## src/rtl/bcd_pkg.sv

```systemverilog
// Shared BCD digit constants and the 7-segment glyph table.
// Used by the digit entry/encoder stage and the display scanner.
package bcd_pkg;

    localparam int DIGIT_W    = 4;
    localparam int NUM_DIGITS = 4;

    // Active-low segments, bit order {g,f,e,d,c,b,a}, indexed by BCD code.
    localparam logic [6:0] SEG_TABLE [0:9] = '{
        7'b1000000,
        7'b1111001,
        7'b0100100,
        7'b0110000,
        7'b0011001,
        7'b0010010,
        7'b0000010,
        7'b1111000,
        7'b0000000,
        7'b0010000
    };

    localparam logic [6:0] SEG_BLANK = 7'b1111111;
    localparam logic [6:0] SEG_ZERO  = 7'b1000000;
    localparam logic [3:0] AN_RESET  = 4'b1110;

    function automatic logic is_bcd(input logic [DIGIT_W-1:0] d);
        return d <= 4'd9;
    endfunction

    function automatic logic [NUM_DIGITS-1:0] an_select(input logic [1:0] idx);
        return ~(4'b0001 << idx);
    endfunction

endpackage

```

## src/rtl/bcd_to_7seg.sv

```systemverilog
// Combinational BCD to active-low 7-segment decode; codes 10-15 blank.
// Zero latency, no flow control.
module bcd_to_7seg
    import bcd_pkg::*;
(
    input  logic [3:0] digit,
    output logic [6:0] seg
);

    always_comb begin
        seg = SEG_BLANK;
        if (is_bcd(digit)) begin
            seg = SEG_TABLE[digit];
        end
    end

endmodule

```

## src/rtl/bcd_digit_display.sv

```systemverilog
// Four-digit BCD entry register with a multiplexed 7-segment scanner.
// Entry updates next edge; seg/an registered (latency 1); no backpressure.
module bcd_digit_display
    import bcd_pkg::*;
#(
    parameter int SCAN_DIV = 1000
)
(
    input  logic        clk,
    input  logic        rst_n,
    input  logic [3:0]  digit_in,
    input  logic        digit_valid,
    input  logic        clear,
    output logic [15:0] value,
    output logic [2:0]  count,
    output logic        overflow,
    output logic        err,
    output logic [6:0]  seg,
    output logic [3:0]  an
);

    localparam logic [15:0] SCAN_LAST  = 16'(SCAN_DIV - 1);
    localparam logic [2:0]  COUNT_FULL = 3'(NUM_DIGITS);

    logic [15:0] scan_cnt;
    logic [1:0]  index;
    logic [3:0]  cur_digit;
    logic [6:0]  cur_seg;
    logic        blank;

    // Digit entry: clear beats a same-cycle strobe, which is simply dropped.
    always_ff @(posedge clk) begin
        if (!rst_n) begin
            value    <= '0;
            count    <= '0;
            overflow <= 1'b0;
            err      <= 1'b0;
        end else begin
            err <= 1'b0;
            if (clear) begin
                value    <= '0;
                count    <= '0;
                overflow <= 1'b0;
            end else if (digit_valid) begin
                if (is_bcd(digit_in)) begin
                    value <= {value[11:0], digit_in};
                    if (count == COUNT_FULL) begin
                        overflow <= 1'b1;
                    end else begin
                        count <= count + 3'd1;
                    end
                end else begin
                    err <= 1'b1;
                end
            end
        end
    end

    // Free-running scan; independent of entry so keypresses never cause flicker.
    always_ff @(posedge clk) begin
        if (!rst_n) begin
            scan_cnt <= '0;
            index    <= '0;
        end else if (scan_cnt == SCAN_LAST) begin
            scan_cnt <= '0;
            index    <= index + 2'd1;
        end else begin
            scan_cnt <= scan_cnt + 16'd1;
        end
    end

    assign cur_digit = value[{index, 2'b00} +: 4];
    assign blank     = ({1'b0, index} >= count) && (index != 2'd0);

    bcd_to_7seg u_dec (
        .digit (cur_digit),
        .seg   (cur_seg)
    );

    always_ff @(posedge clk) begin
        if (!rst_n) begin
            seg <= SEG_ZERO;
            an  <= AN_RESET;
        end else begin
            seg <= blank ? SEG_BLANK : cur_seg;
            an  <= an_select(index);
        end
    end

endmodule
```

## config.mk

```make
export PLATFORM = sky130hd
export DESIGN_NAME = bcd_digit_display
export DESIGN_NICKNAME = d
export VERILOG_FILES = /design/src/rtl/bcd_pkg.sv /design/src/rtl/bcd_to_7seg.sv /design/src/rtl/bcd_digit_display.sv
export SDC_FILE = /design/constraint.sdc
export NUM_CORES = 1
export LEC_CHECK = 0
export CORE_MARGIN = 5
export CORE_UTILIZATION = 55
export CTS_CLUSTER_SIZE = 25
export DETAILED_ROUTE_END_ITERATION = 6
export GPL_TIMING_DRIVEN = 0
export PLACE_DENSITY = 0.83
export SYNTH_ARGS = -nofsm -noshare
export SYNTH_HDL_FRONTEND = slang
export SYNTH_SLANG_ARGS = --single-unit
```

## constraint.sdc

```tcl
create_clock -name clk -period 5.9 [get_ports clk]
set_input_delay 1.18 -clock clk [delete_from_list [all_inputs] [get_ports clk]]
set_output_delay 1.18 -clock clk [all_outputs]
set_load 0.005 [all_outputs]
```

Yosys cells after proc, flatten, opt, wreduce, memory -nomap -nowiden
Memory sizes are Yosys's and may differ from the RTL's.
Index checks and enable logic that the tools add are counted.
{"block": "word_totals", "elab_cells": 41, "in_bits": 8, "reg_bits": 50, "romBits": 112, "output_inout_bits": 32, "memories": 1}
{"block": "classes", "reduce_logical": 9, "bitwise_logic": 6, "muxes": 5, "shift": 2, "n_lt_le_gt_ge": 4, "addsub": 3, "eq_ne": 2}
{"memory": "(no name shown)", "depth": 16, "word_bits": 7, "rd": 1, "rd_clocked_by_memory_dff": 0, "write_ports": 0, "line_no": "bcd_to_7seg.sv:13", "text": "seg = SEG_TABLE[digit];"}
{"operator": "$add A16 B1 Y16 const B", "n": 1}
{"operator": "$eq A16 B10 Y1 const B", "n": 1}
{"operator": "$shiftx A16 B5 Y4", "n": 1}
{"operator": "$mux W7", "n": 2}
{"operator": "$mux W6", "n": 2}
{"operator": "$le A4 B4 Y1 const B", "n": 2}
{"operator": "$reduce_and A3 Y1", "n": 2}
{"operator": "$reduce_or A3 Y1", "n": 2}
{"operator": "$ge A5 B5 Y1 const B", "n": 1}
{"operator": "$not A4 Y5", "n": 1}
{"operator": "$not A1 Y1", "n": 4}
{"operator": "$not A4 Y4", "n": 1}
{"operator": "$reduce_or A2 Y1", "n": 2}
{"operator": "$shl A1 B2 Y4 const A", "n": 1}
{"operator": "$add A3 B1 Y3 const B", "n": 1}
{"operator": "$eq A3 B3 Y1 const B", "n": 1}
{"operator": "$ge A2 B3 Y1", "n": 1}
{"operator": "$add A2 B1 Y2 const B", "n": 1}
{"operator": "$reduce_and A2 Y1", "n": 1}
{"operator": "$reduce_bool A2 Y1", "n": 1}
{"operator": "$logic_and A1 B1 Y1", "n": 1}
{"operator": "$mux W1", "n": 1}

Logic depth before layout (Yosys ltp)
Gate-level depths: netlist of the first run.
{"block": "logic_depth", "word_depth": 7, "depth_mapped": 9, "mapped_depth_nobuf": 8}

Cells and area by module
From an unflattened synthesis of the first run, not the netlist that was laid out.
{"block": "unflattened", "cells_unflattened": 249, "area_unflattened_um2": 2235.9}
{"module": "bcd_digit_display", "cells_each": 219, "seq_area_each_um2": 1001.0, "area_each_um2": 2029.4, "n_inst": 1}
{"module": "bcd_to_7seg", "cells_each": 30, "seq_area_each_um2": 0.0, "area_each_um2": 206.4, "n_inst": 1}

Worst setup path before layout of the first run
OpenSTA, ideal clock, no wires.
{"block": "synth_timing", "kind": "in2reg", "start": "input digit_in[1]", "end": "register value[0]", "required_time_ns": 5.829, "stages": 6, "slack_ns": 3.513, "arrival_time_ns": 2.316, "n_path_buf": 2, "setup_time_ns": 0.071, "cell_sequence": "o21ai_0 > and2_1 > clkbuf_1 > clkbuf_1 > nand2_1 > a21oi_1"}
{"block": "synth_between", "elab_chain_cells": 2}
{"element": "start: declaration", "line_no": "bcd_digit_display.sv:11", "text": "input logic [3:0] digit_in,"}
{"element": "$le A4 B4 Y1", "line_no": "bcd_pkg.sv:27", "text": "return d <= 4'd9;"}
{"element": "$reduce_and A2 Y1 (no line)"}
{"element": "end signal: assignment", "line_no": "bcd_digit_display.sv:46", "text": "value <= {value[11:0], digit_in};"}
{"element": "end: declaration", "line_no": "bcd_digit_display.sv:14", "text": "output logic [15:0] value,"}
No other way between the ends.
A chain may end at the register's enable or synchronous reset.

Worst setup path after layout of the first run
{"block": "layout_timing", "start": "input digit_in[1]", "end": "register value[11]"}
Same word-level chain as after synthesis.

==> results of run 1 <==
per-stage QoR:
| step | util, % | hold WS (ns) |
|---|---|---|
| floorplan | - | 0.412 |
| global placement | 67.3 | 0.424 |
| detailed placement | 67.3 | 0.428 |
| CTS | 69.6 | 0.441 |
| global route | 69.6 | 0.480 |
| finish | 69.6 | 0.440 |
power by group through the flow:
| stage | combinational [mW] | clock [mW] | sequential [mW] |
|---|---|---|---|
| floorplan | 0.0216 | 0 | 0.352 |
| global placement | 0.0383 | 0 | 0.352 |
| detailed placement | 0.0389 | 0 | 0.352 |
| CTS | 0.0392 | 0.202 | 0.345 |
| global route | 0.0433 | 0.217 | 0.345 |
| finish | 0.0392 | 0.200 | 0.345 |
state kept, by name, summed over array words and instances (netlist names):
signal and count:
an 4, seg 7, value 16, overflow 1, err 1, count 3, index 2, scan_cnt 16
worst max-delay path: stages:
cell and delay, ns:
clkdlybuf4s50_1 0.41, o21ai_0 0.35, and2_1 0.18, clkbuf_1 0.35
clkbuf_1 0.38, nand2_1 0.11, a21oi_1 0.13
per-layer routing:
layer  global-route usage (%)  wire [um]  vias to the layer above
met1                     23.4       2160                      828
met5                        0          0                        -
met4                     4.92         23                        0
met3                     3.86        206                        2
li1                         -          -                      934
met2                     29.2       2160                       40
Yosys cell counts:
| cell type | n |
|---|---|
| o31ai_1 | 2 |
| and2_1 | 1 |
| a22oi_1 | 2 |
| and3_2 | 1 |
| or4_1 | 2 |
| nor2_1 | 22 |
| buf_6 | 1 |
| nand3_1 | 13 |
| or4_4 | 1 |
| nand2_1 | 38 |
| mux4_2 | 3 |
| and3_1 | 2 |
| a21oi_1 | 29 |
| or4b_1 | 1 |
| and4b_1 | 1 |
| o21ai_4 | 1 |
| or3_2 | 1 |
| clkinv_1 | 1 |
| or3_1 | 2 |
| mux2_2 | 2 |
| clkbuf_1 | 8 |
| ha_1 | 14 |
| nor3_1 | 4 |
| mux2i_1 | 2 |
| dfxtp_1 | 50 |
| o31a_1 | 1 |
| and4_1 | 1 |
| a31oi_1 | 1 |
| nor3b_1 | 1 |
| or2_2 | 1 |
| xor2_1 | 7 |
| nand2b_1 | 5 |
| xnor2_1 | 4 |
| nand4_1 | 2 |
| o21ai_0 | 8 |
| inv_1 | 11 |
| a21o_1 | 2 |
logic make-up (layout without fill, tap and decap cells):
group / count (synthesis) / count (layout) / share of synthesized area, %
xor gates and xnor gates: 11 / 11 / 4.38
adders and majority gates: 14 / 14 / 7.96
buffers and inverters: 21 / 68 / 3.92
and+or+nand+nor: 99 / 99 / 21.3
muxes: 7 / 7 / 5.01
DFF: 50 / 50 / 45.5
AOI/OAI and AO/OA: 46 / 46 / 11.9
worst paths after layout:
path,startpoint,endpoint,slack [ns],cells after the start
worst min-delay path,scan_cnt[0]$_SDFF_PP0_,scan_cnt[0]$_SDFF_PP0_,0.44,1
worst max-delay path,digit_in[1],value[11]$_SDFFE_PP0P_,3.03,7
worst min register to register,scan_cnt[0]$_SDFF_PP0_,scan_cnt[0]$_SDFF_PP0_,0.44,1
worst max register to register,index[1]$_SDFFE_PN0N_,seg[6]$_SDFF_PP1_,3.47,8
final cells by class:
class	instances	area share (%)
repair buffers	39	14.2
flip-flops and latches	50	36.5
plain buffers	9	1.50
clock inverters	1	0.182
multi-input cells	177	40.5
well taps	50	2.28
clock buffers	7	3.15
inverters	12	1.64
==> run metrics, run 1 <==
run status=finished clean; Clock Skew=between 0.004 and 0.005 ns; Residual DRC=0; P per Cell Area=about 210 nW/um2; CTS tree=yes; Tcrit/Tclk final=about half; VDD IR max=0.146 mV; maximum clock frequency=roughly 0.35 GHz; Syn Area/Cell=8.87 um2; DP HPWL=3360 um; die width=73.2 um; gr ovfl total=0; filler cell count in the final layout=roughly 320; fraction of layout cells with a size suffix above 1=under 10%; area grow syn2layout=24.7%; unrepaired setup endpoints after global routing=no; Clock Latency Late Sink=0.29 ns; Inst Count DP=between 300 and 400; logic gate share of total power=under 10%; critical path class=in2reg; leak pwr=between 0.9 and 1 nW; Worst setup EP type=flop; port bufs=39; setup violators final=0; Cell Area, Placed=between 2000 and 3000 um2; sequential cell area=between 1000 and 1500 um2; Core ar.=between 3000 and 4000 um2; Post-Layout Cell Count=~350; accumulated negative setup slack=0 ns; crit-path max FO=10; area taken by multi-input logic gates=1110 um2; post-cts sizing count=0; synth warn=0; vias post-DR=roughly 1800; flops & latches, synth=50; Seq/Total Area, Yosys=a little under half; Syn Nets=270; Die Ht=around 73 um; Cells after Synth=approximately 250; Switch Pwr=roughly 0.13 mW; Clk network pwr share=34.2%; clk buf depth=2; Data required, critical path=between 6 and 7 ns; Worst-Margin Slew=between 0.5 and 0.6 ns; # H-tree levels=2; FP Rows=23; largest net degree at the start of global routing=15; final WL=~4600 um; Internal=0.454 mW; first-pass GRT wire length=about 7500 um; most frequent cells in the layout=50 x dfxtp_1, 39 x clkdlybuf4s50_1, 38 x nand2_1; Setup WS pre-CTS=2.76 ns; switching power share of the total=~22%; Synth area leaders=dfxtp_1 46%, ha_1 8.0%, a21oi_1 6.6%; Hold Buf Count CTS=0; DR pass1 iterations=6; GRT Util Overall=about 18%; Final Critical Period=2.87 ns; Startpoint Class=primary input; Iteration-0 DRC Markers=roughly 110; die area=around 5400 um2; vias per cell=around 5.2; GP Congestion=between 0.8 and 0.9; max_cap viols=0; Tot Pwr=0.583 mW; synthesized area=around 2200 um2; Hold Vio Cnt, Final=0; Num CTS Buffers=5; slew margin rel.=between 60% and 70%; final design area excluding fillers=roughly 2700 um2; Starting Density=about 56%; initial antenna violation count=0; Worst-path clk slew=approximately 0.080 ns; Worst Hold Class=reg2reg; Final ANT Viol Nets=0; Final Worst Setup Slack=approximately 3.0 ns; final count of pins violating max slew=0; root cell of the clock tree=clkbuf_8; Ant. Diodes=0; clk sinks=50; IO Count=40; fraction of post-synthesis cell area in the top cell type by area=a little under half; setup repair bufs after CTS=0; Reg power frac=between 50% and 60%; Yosys cell types=37; drt wl/cell=between 10 and 15 um; crit path DAT=3.09 ns; fin nets=between 300 and 400; post-synth top area cell=dfxtp_1; commonest non-fill, non-tap cell in the layout=dfxtp_1; vias in the first global route=about 1600
Power figures use the tool's default switching activity.
==> inputs of run 2 (changes only) <==
--- a/config.mk
+++ b/config.mk
@@ -6,11 +6,11 @@
 export NUM_CORES = 1
 export LEC_CHECK = 0
 export CORE_MARGIN = 5
-export CORE_UTILIZATION = 55
+export CORE_UTILIZATION = 51
 export CTS_CLUSTER_SIZE = 25
 export DETAILED_ROUTE_END_ITERATION = 6
 export GPL_TIMING_DRIVEN = 0
-export PLACE_DENSITY = 0.83
+export PLACE_DENSITY = 0.78
 export SYNTH_ARGS = -nofsm -noshare
 export SYNTH_HDL_FRONTEND = slang
 export SYNTH_SLANG_ARGS = --single-unit
==> constraint.sdc (replaced) <==
create_clock -name clk -period 2.8 [get_ports clk]
set_input_delay 0.56 -clock clk [delete_from_list [all_inputs] [get_ports clk]]
set_output_delay 0.56 -clock clk [all_outputs]
set_load 0.005 [all_outputs]
==> run metrics, run 2 (same netlist as run 1, synthesis figures left out) <==
run status=finished clean; die width=about 76 um; VDD IR max=approximately 0.27 mV; Final Critical Period=about 2.4 ns; Hold Startpoint=scan_cnt[0]$_SDFF_PP0_; area grow syn2layout=25.6%; Cell Area, Placed=2650 um2; Tcrit/Tclk final=around 87%; # H-tree levels=2; leak pwr=0.978 nW; setup violators final=0; Clock Latency Late Sink=~0.30 ns; post-cts sizing count=0; Hold Vio Cnt, Final=0; filler cell count in the final layout=~360; worst r2r src=index[1]$_SDFFE_PN0N_; CTS tree=yes; Startpoint Class=flop; final design area excluding fillers=2760 um2; P per Cell Area=between 400 and 500 nW/um2; hold endpoint=scan_cnt[0]$_SDFF_PP0_; port bufs=39; Worst setup EP type=flop; clk buf depth=2; initial antenna violation count=0; Critical Path Stages=8; Ant. Diodes=0; die area=about 5700 um2; vias in the first global route=roughly 1800; GRT Util Overall=18.4%; Top delay family on crit path=multiplexers; vias per cell=approximately 5.4; Hold Buf Count CTS=0; DP HPWL=between 3000 and 4000 um; unrepaired setup endpoints after global routing=no; FP Rows=23; root cell of the clock tree=clkbuf_8; drt wl/cell=between 10 and 15 um; Die Ht=between 70 and 80 um; Top Registers=scan_cnt: 16 flops, value: 16 flops, seg: 7 flops; Core ar.=approximately 4100 um2; Num CTS Buffers=5; Reg-to-Reg End=seg[6]$_SDFF_PP1_; R2R depth=8; critical path class=reg2reg; Buf/Inv on CP=2; Critical Path Slowest Stage Cell=mux4_2; worst reg-to-reg setup slack=about 0.37 ns; fraction of layout cells with a size suffix above 1=6.10%; GP Congestion=about 0.84; vias post-DR=about 1900; most frequent cells in the layout=50 x dfxtp_1, 39 x clkdlybuf4s50_1, 38 x nand2_1; slew margin rel.=a little under two thirds; Starting Density=53.8%; fin nets=~320; Clock Skew=approximately 0.0050 ns; Final ANT Viol Nets=0; Worst-Margin Slew=approximately 0.54 ns; Iteration-0 DRC Markers=around 110; Residual DRC=0; Max stage delay on crit path=about 0.60 ns; commonest non-fill, non-tap cell in the layout=dfxtp_1; accumulated negative setup slack=0 ns; max_cap viols=0; IO Count=40; crit-path cells=clkbuf_1, mux4_2, inv_1, ha_1, nor2_1, o21ai_0, o31a_1, nand3_1; clk sinks=50; final WL=4770 um; Worst Hold Class=reg2reg; Data required, critical path=approximately 3.0 ns; DR pass1 iterations=5; Worst-path clk slew=roughly 0.090 ns; gr ovfl total=0; crit-path max FO=7; crit path DAT=between 2 and 3 ns; setup repair bufs after CTS=0; largest net degree at the start of global routing=16; maximum clock frequency=0.412 GHz; first-pass GRT wire length=8060 um; WHS Path Cells=1; final count of pins violating max slew=0
## run 2: area by class of cell
type / instances / area [um2] / area share (%)
multi-input cells: 177 / 1110 / 40.3
flip-flops and latches: 50 / 1000 / 36.2
repair buffers: 39 / 390 / 14.1
clock buffers: 6 / 72.6 / 2.63
well taps: 50 / 62.6 / 2.26
inverters: 12 / 45.0 / 1.63
plain buffers: 9 / 41.3 / 1.49
clock inverters: 2 / 37.5 / 1.36
## run 2: metrics by stage
step | utilization, % | hold slack, ns | setup WS, ns | total power [mW] | cells
after floorplan | - | 0.412 | 0.738 | 0.788 | 248
after global placement | 64.9 | 0.424 | 0.312 | 0.824 | 337
after detailed placement | 64.9 | 0.432 | 0.254 | 0.826 | 337
after CTS | 67.6 | 0.447 | 0.369 | 1.32 | 345
after global routing | 67.6 | 0.475 | 0.145 | 1.36 | 345
final | 67.6 | 0.450 | 0.373 | 1.31 | 345
## run 2: worst max path at each step
stage | startpoint | to | slack [ns]
finish | index[1]$_SDFFE_PN0N_ | seg[6]$_SDFF_PP1_ | 0.37
global route | index[1]$_SDFFE_PN0N_ | seg[6]$_SDFF_PP1_ | 0.14
global placement | digit_in[1] | value[14]$_SDFFE_PP0P_ | 0.31
floorplan | index[1]$_SDFFE_PN0N_ | seg[6]$_SDFF_PP1_ | 0.74
detailed placement | digit_in[1] | value[10]$_SDFFE_PP0P_ | 0.25
CTS | index[1]$_SDFFE_PN0N_ | seg[6]$_SDFF_PP1_ | 0.37
## run 2: per-layer routing
metal / routed length, um / global-route usage [%] / up-vias
met5: 0 / 0 / -
met4: 51 / 4.66 / 0
met3: 219 / 5.01 / 5
met2: 2280 / 31.0 / 46
met1: 2210 / 23.4 / 877
li1: - / - / 936
## run 2: where the power goes
group	leakage, nW	switching [mW]	internal, mW
Clock	0.0514	0.234	0.267
Sequential	0.404	0.00656	0.720
Combinational	0.522	0.0456	0.0379
Total	0.978	0.286	1.02
